`src/rtl/gpio_tie_pkg.sv`:
```
// Shared types and helpers for the staggered GPIO tie-level bank.
package gpio_tie_pkg;

    typedef enum logic [0:0] {ST_RELEASE, ST_RUN} tie_state_e;

    // Widest channel count the group-mask helper can describe.
    localparam int MAX_CH = 256;

    function automatic int ngrp(input int nch, input int grp);
        return (nch + grp - 1) / grp;
    endfunction

    // Bits [g*grp, min((g+1)*grp, nch)-1] set; callers slice to their own width.
    function automatic logic [MAX_CH-1:0] grp_mask(input int nch, input int grp, input int g);
        logic [MAX_CH-1:0] m;
        m = '0;
        for (int i = 0; i < MAX_CH; i++) begin
            if (i >= g * grp && i < (g + 1) * grp && i < nch)
                m[i] = 1'b1;
        end
        return m;
    endfunction

endpackage

```
`src/rtl/gpio_tie_shadow_chain.sv`:
```
// Serial shadow chain with a saturating bit counter that qualifies loads by exact length.
module gpio_tie_shadow_chain
    import gpio_tie_pkg::*;
#(
    parameter int             NCH     = 38,
    parameter logic [NCH-1:0] DEFAULT = 38'h30_0000_00FF
) (
    input  logic           clk,
    input  logic           rst,
    input  logic           ser_data,
    input  logic           ser_shift,
    input  logic           ser_load,
    output logic [NCH-1:0] shadow,
    output logic           load_ok
);

    localparam int CNT_W = $clog2(NCH + 2);

    logic [CNT_W-1:0] shift_cnt;

    // A load is judged on the count before any same-cycle shift.
    assign load_ok = ser_load && (shift_cnt == CNT_W'(NCH));

    always_ff @(posedge clk) begin
        if (rst) begin
            shadow    <= DEFAULT;
            shift_cnt <= '0;
        end else begin
            if (ser_shift)
                shadow <= {shadow[NCH-2:0], ser_data};
            if (ser_load)
                shift_cnt <= ser_shift ? CNT_W'(1) : '0;
            else if (ser_shift && shift_cnt != CNT_W'(NCH + 1))
                shift_cnt <= shift_cnt + 1'b1;
        end
    end

endmodule

```
`src/rtl/gpio_logic_tie_bank.sv`:
```
// Multi-channel tie-level bank: staggered post-reset release plus serial runtime override.
module gpio_logic_tie_bank
    import gpio_tie_pkg::*;
#(
    parameter int             NCH     = 38,
    parameter logic [NCH-1:0] DEFAULT = 38'h30_0000_00FF,
    parameter int             GRP     = 8,
    parameter int             STAGGER = 4
) (
    input  logic           wb_clk_i,
    input  logic           wb_rst_i,
    input  logic           ser_data_i,
    input  logic           ser_shift_i,
    input  logic           ser_load_i,
    output logic [NCH-1:0] gpio_logic_o,
    output logic           release_done_o,
    output logic           cfg_err_o
);

    localparam int NGRP = ngrp(NCH, GRP);
    localparam int GW   = $clog2(NGRP + 1);
    localparam int SW   = $clog2(STAGGER + 1);

    tie_state_e       state, state_nxt;
    logic [NCH-1:0]   active, mask, mask_nxt, shadow;
    logic [GW-1:0]    grp_idx, grp_idx_nxt;
    logic [SW-1:0]    stag_cnt, stag_nxt;
    logic             done_nxt, load_ok;

    gpio_tie_shadow_chain #(.NCH(NCH), .DEFAULT(DEFAULT)) u_chain (
        .clk       (wb_clk_i),
        .rst       (wb_rst_i),
        .ser_data  (ser_data_i),
        .ser_shift (ser_shift_i),
        .ser_load  (ser_load_i),
        .shadow    (shadow),
        .load_ok   (load_ok)
    );

    // Unreleased channels are held low regardless of their configured level.
    assign gpio_logic_o = active & mask;

    always_comb begin
        state_nxt   = state;
        mask_nxt    = mask;
        grp_idx_nxt = grp_idx;
        stag_nxt    = stag_cnt;
        done_nxt    = release_done_o;
        case (state)
            ST_RELEASE: begin
                if (stag_cnt == SW'(STAGGER - 1)) begin
                    mask_nxt    = NCH'(grp_mask(NCH, GRP, int'(grp_idx)) | MAX_CH'(mask));
                    grp_idx_nxt = grp_idx + 1'b1;
                    stag_nxt    = '0;
                    if (grp_idx == GW'(NGRP - 1)) begin
                        state_nxt = ST_RUN;
                        done_nxt  = 1'b1;
                    end
                end else begin
                    stag_nxt = stag_cnt + 1'b1;
                end
            end
            ST_RUN: begin
                mask_nxt = '1;
            end
            default: begin
                state_nxt = ST_RELEASE;
            end
        endcase
    end

    always_ff @(posedge wb_clk_i) begin
        if (wb_rst_i) begin
            state          <= ST_RELEASE;
            active         <= DEFAULT;
            mask           <= '0;
            grp_idx        <= '0;
            stag_cnt       <= '0;
            release_done_o <= 1'b0;
            cfg_err_o      <= 1'b0;
        end else begin
            state          <= state_nxt;
            mask           <= mask_nxt;
            grp_idx        <= grp_idx_nxt;
            stag_cnt       <= stag_nxt;
            release_done_o <= done_nxt;
            if (ser_load_i) begin
                if (load_ok) begin
                    active    <= shadow;
                    cfg_err_o <= 1'b0;
                end else begin
                    cfg_err_o <= 1'b1;
                end
            end
        end
    end

endmodule
```
`config.mk`:
```
export PLATFORM = sky130hd
export DESIGN_NAME = gpio_logic_tie_bank
export DESIGN_NICKNAME = d
export VERILOG_FILES = /design/src/rtl/gpio_tie_pkg.sv /design/src/rtl/gpio_tie_shadow_chain.sv /design/src/rtl/gpio_logic_tie_bank.sv
export SDC_FILE = /design/constraint.sdc
export NUM_CORES = 1
export LEC_CHECK = 0
export CAP_MARGIN = 20
export CORE_UTILIZATION = 35
export DETAILED_ROUTE_END_ITERATION = 8
export PLACE_DENSITY_LB_ADDON = 0.15
export SLEW_MARGIN = 10
export SYNTH_ARGS = -nofsm -noshare
export SYNTH_HDL_FRONTEND = slang
export SYNTH_SLANG_ARGS = --single-unit
```
`constraint.sdc`:
```
create_clock -name wb_clk_i -period 1.85 [get_ports wb_clk_i]
set_input_delay 0.37 -clock wb_clk_i [delete_from_list [all_inputs] [get_ports wb_clk_i]]
set_output_delay 0.37 -clock wb_clk_i [all_outputs]
set_load 0.03 [all_outputs]
```
==> summary.txt <==
Startpoint types: flip-flop
Syn Inst Count: 553
Power per cell area: 1010 mW/mm²
Post-layout net count: 607
WP data arrival: 1.41 ns
Top delay family on crit path: buffers and inverters
Antenna diodes: 0
WP data required: 1.48 ns
Final wirelength: 9470 µm
Final setup fails: 0
Clk_lat worst skew: 0.41 ns
Final setup TNS: 0 ns
Status: finished clean
Largest net degree at the start of global routing: 45
Post-synth top area share: 0.528
Remaining DRCs: 0
Initial antenna violation count: 0
Critical path class: flip-flop to output pin
Tcrit/Tclk final: 0.960
Top-count cell post-synth: dfxtp_1
Post-synth EDFFs: 0
Top FF cell, synth: dfxtp_1
GP Congestion: 0.753
Crit path buf inv count: 1
Vias in the first global route: 3403
Area leader, netlist: dfxtp_1
Max-slew violations: 0
Area growth syn-to-layout: 23.3%
Clk Tree Root Cell: clkbuf_16
Uppermost layer routed: met4
Hold Crit Class: input port to flip-flop
CTS Buf Count: 17
Tot GR Track Use: 0.141
Die ar.: 0.0145 mm²
Hpwl dp: 6060 µm
Global-route wire length before repair: 15800 µm
Critical path capture point type: output pin
Postcts setup bufs: 0
Max Cap Viol: 0
Crit. path cell count: 1
Critical path's slowest cell: clkdlybuf4s50_1
P_leak: 0.00245 µW
Detailed Routing Iterations Pass 1: 6
Worst slew pin tran: 0.672 ns
Hold_buf cts: 0
Reg2Reg Depth: 6
Post-layout util: 0.448
Hold Crit Depth: 2
Clk_skew: 0.00841 ns
Slew margin rel.: 0.550
WL/cell: 12.1 µm
Grt ovf: 0
CTS tree: done
CP Max Fanout: 2
Crit path largest cell delay: 0.67 ns
RSZ-0062 raised after global routing: false
Row cnt: 42
Clock Path Buffers: 2
# port buffers: 44
Clock sink count: 129
Synth async-reset ratio: 0
Synthesized area: 0.00489 mm²
Final Hold Violating Endpoints: 0
Share of layout cells above drive strength 1: 0.0970
Via density: 4.65
Met3 wire length: 349 µm
Detailed Route Iter0 Violations: 153
Hold WS: 0.405 ns
F_max: 563 MHz
DRT met1 WL: 4610 µm
Initial Utilization: 0.364
Post-synthesis sequential area ratio: 0.528
Critical path, cell by cell: clkdlybuf4s50_1
Chip height: 120 µm
Top post-synthesis cells by count: dfxtp_1, nand2_1, nor2_1, a21oi_1, and2_1
Synth area leaders: dfxtp_1, a21oi_1, mux2i_1
Yosys cell types: 35
CTS HTree Levels: 4
Die Span X: 120 µm
Ports: 45
Syn Area/Cell: 8.85 µm²
Via count: 3647
Minimum clock period: 1.78 ns
Wire length on met2: 4240 µm
Final ANT Viol Nets: 0
CORE AREA: 0.0135 mm²
Fillers: 1349
Synthesized flop and latch total: 129
Peak supply drop: 0.548 mV
Worst-path clk slew: 0.05 ns
Yosys warns: 0
Syn_nets: 564
-- state kept, by name, summed over array words and instances (netlist names) --
| signal | cells |
|---|---|
| release_done_o | 1 |
| stag_cnt | 3 |
| mask | 38 |
| active | 38 |
| state | 1 |
| grp_idx | 3 |
| u_chain.shift_cnt | 6 |
| cfg_err_o | 1 |
| u_chain.shadow | 38 |
-- timing repair --
action	CTS	global route
gates cloned	0	0
setup endpoints to repair	38	8
resized for setup	38	4
-- cell families (layout without fill, tap and decap cells) --
group / count (synthesis) / count (layout) / synth area share
buffers and inverters: 66 / 121 / 0.0583
AOI/OAI and AO/OA: 100 / 100 / 0.124
DFF: 129 / 129 / 0.528
muxes: 28 / 28 / 0.0573
and+or+nand+nor: 221 / 221 / 0.212
adders and majority gates: 6 / 6 / 0.0153
xor gates and xnor gates: 3 / 3 / 0.00537
-- metrics by stage --
step           area, µm²  total power (µW)  instances  worst slack (ns)
6_report            6030              6110        784            0.0743
5_1_grt             6030              6360        784            0.0229
4_1_cts             6020              6210        784            0.0264
3_5_place_dp        5530              3210        753            0.0429
3_3_place_gp        5530              3200        753            0.0618
2_1_floorplan       4890              3120        553             0.215
-- where the power goes --
group          switching, µW  internal (µW)  total (µW)
Combinational            171            112         282
Sequential              29.7           2830        2860
Clock                   1110           1860        2970
-- cell type report --
cell class / count / area, µm² / area share
well taps: 176 / 220 / 0.0365
flip-flops and latches: 129 / 2580 / 0.428
clock buffers: 25 / 505 / 0.0838
inverters: 33 / 124 / 0.0205
multi-input cells: 358 / 2030 / 0.337
repair buffers: 57 / 536 / 0.0888
clock inverters: 6 / 30.0 / 0.00498
-- cell usage in the layout (no fill, tap or decap), drive strengths merged, types with 2 or more instances in the layout --
master,netlist,final
a211o,12,12
a21oi,72,72
a311oi,3,3
a31oi,3,3
and2,38,38
buf,18,15
clkbuf,15,25
clkdlybuf4s50,0,3
clkinv,0,6
dfxtp,129,129
dlygate4sd2,0,38
ha,6,6
inv,33,33
mux2i,28,28
nand2,65,65
nand2b,2,2
nand3,4,4
nand4,3,3
nor2,64,64
nor2b,12,12
nor3,24,24
nor3b,2,2
o21ai,7,7
or2,2,2
xor2,2,2
-- path summary, 6_finish.rpt --
path | end | from | slack (ns)
min | grp_idx[1]$_SDFFE_PP0P_ | wb_rst_i | 0.41
max | cfg_err_o | cfg_err_o$_SDFFE_PP0P_ | 0.07
min reg2reg | mask[9]$_SDFFE_PP0P_ | mask[9]$_SDFFE_PP0P_ | 0.44
max reg2reg | mask[17]$_SDFFE_PP0P_ | grp_idx[0]$_SDFFE_PP0P_ | 0.18
-- layer usage --
layer  global-route usage  vias to the layer above
met5                    0                        -
met2                0.222                       64
li1                     -                     1914
met1                0.168                     1649
met3               0.0425                       20
met4               0.0887                        0
(Power assumes the default switching activity.)
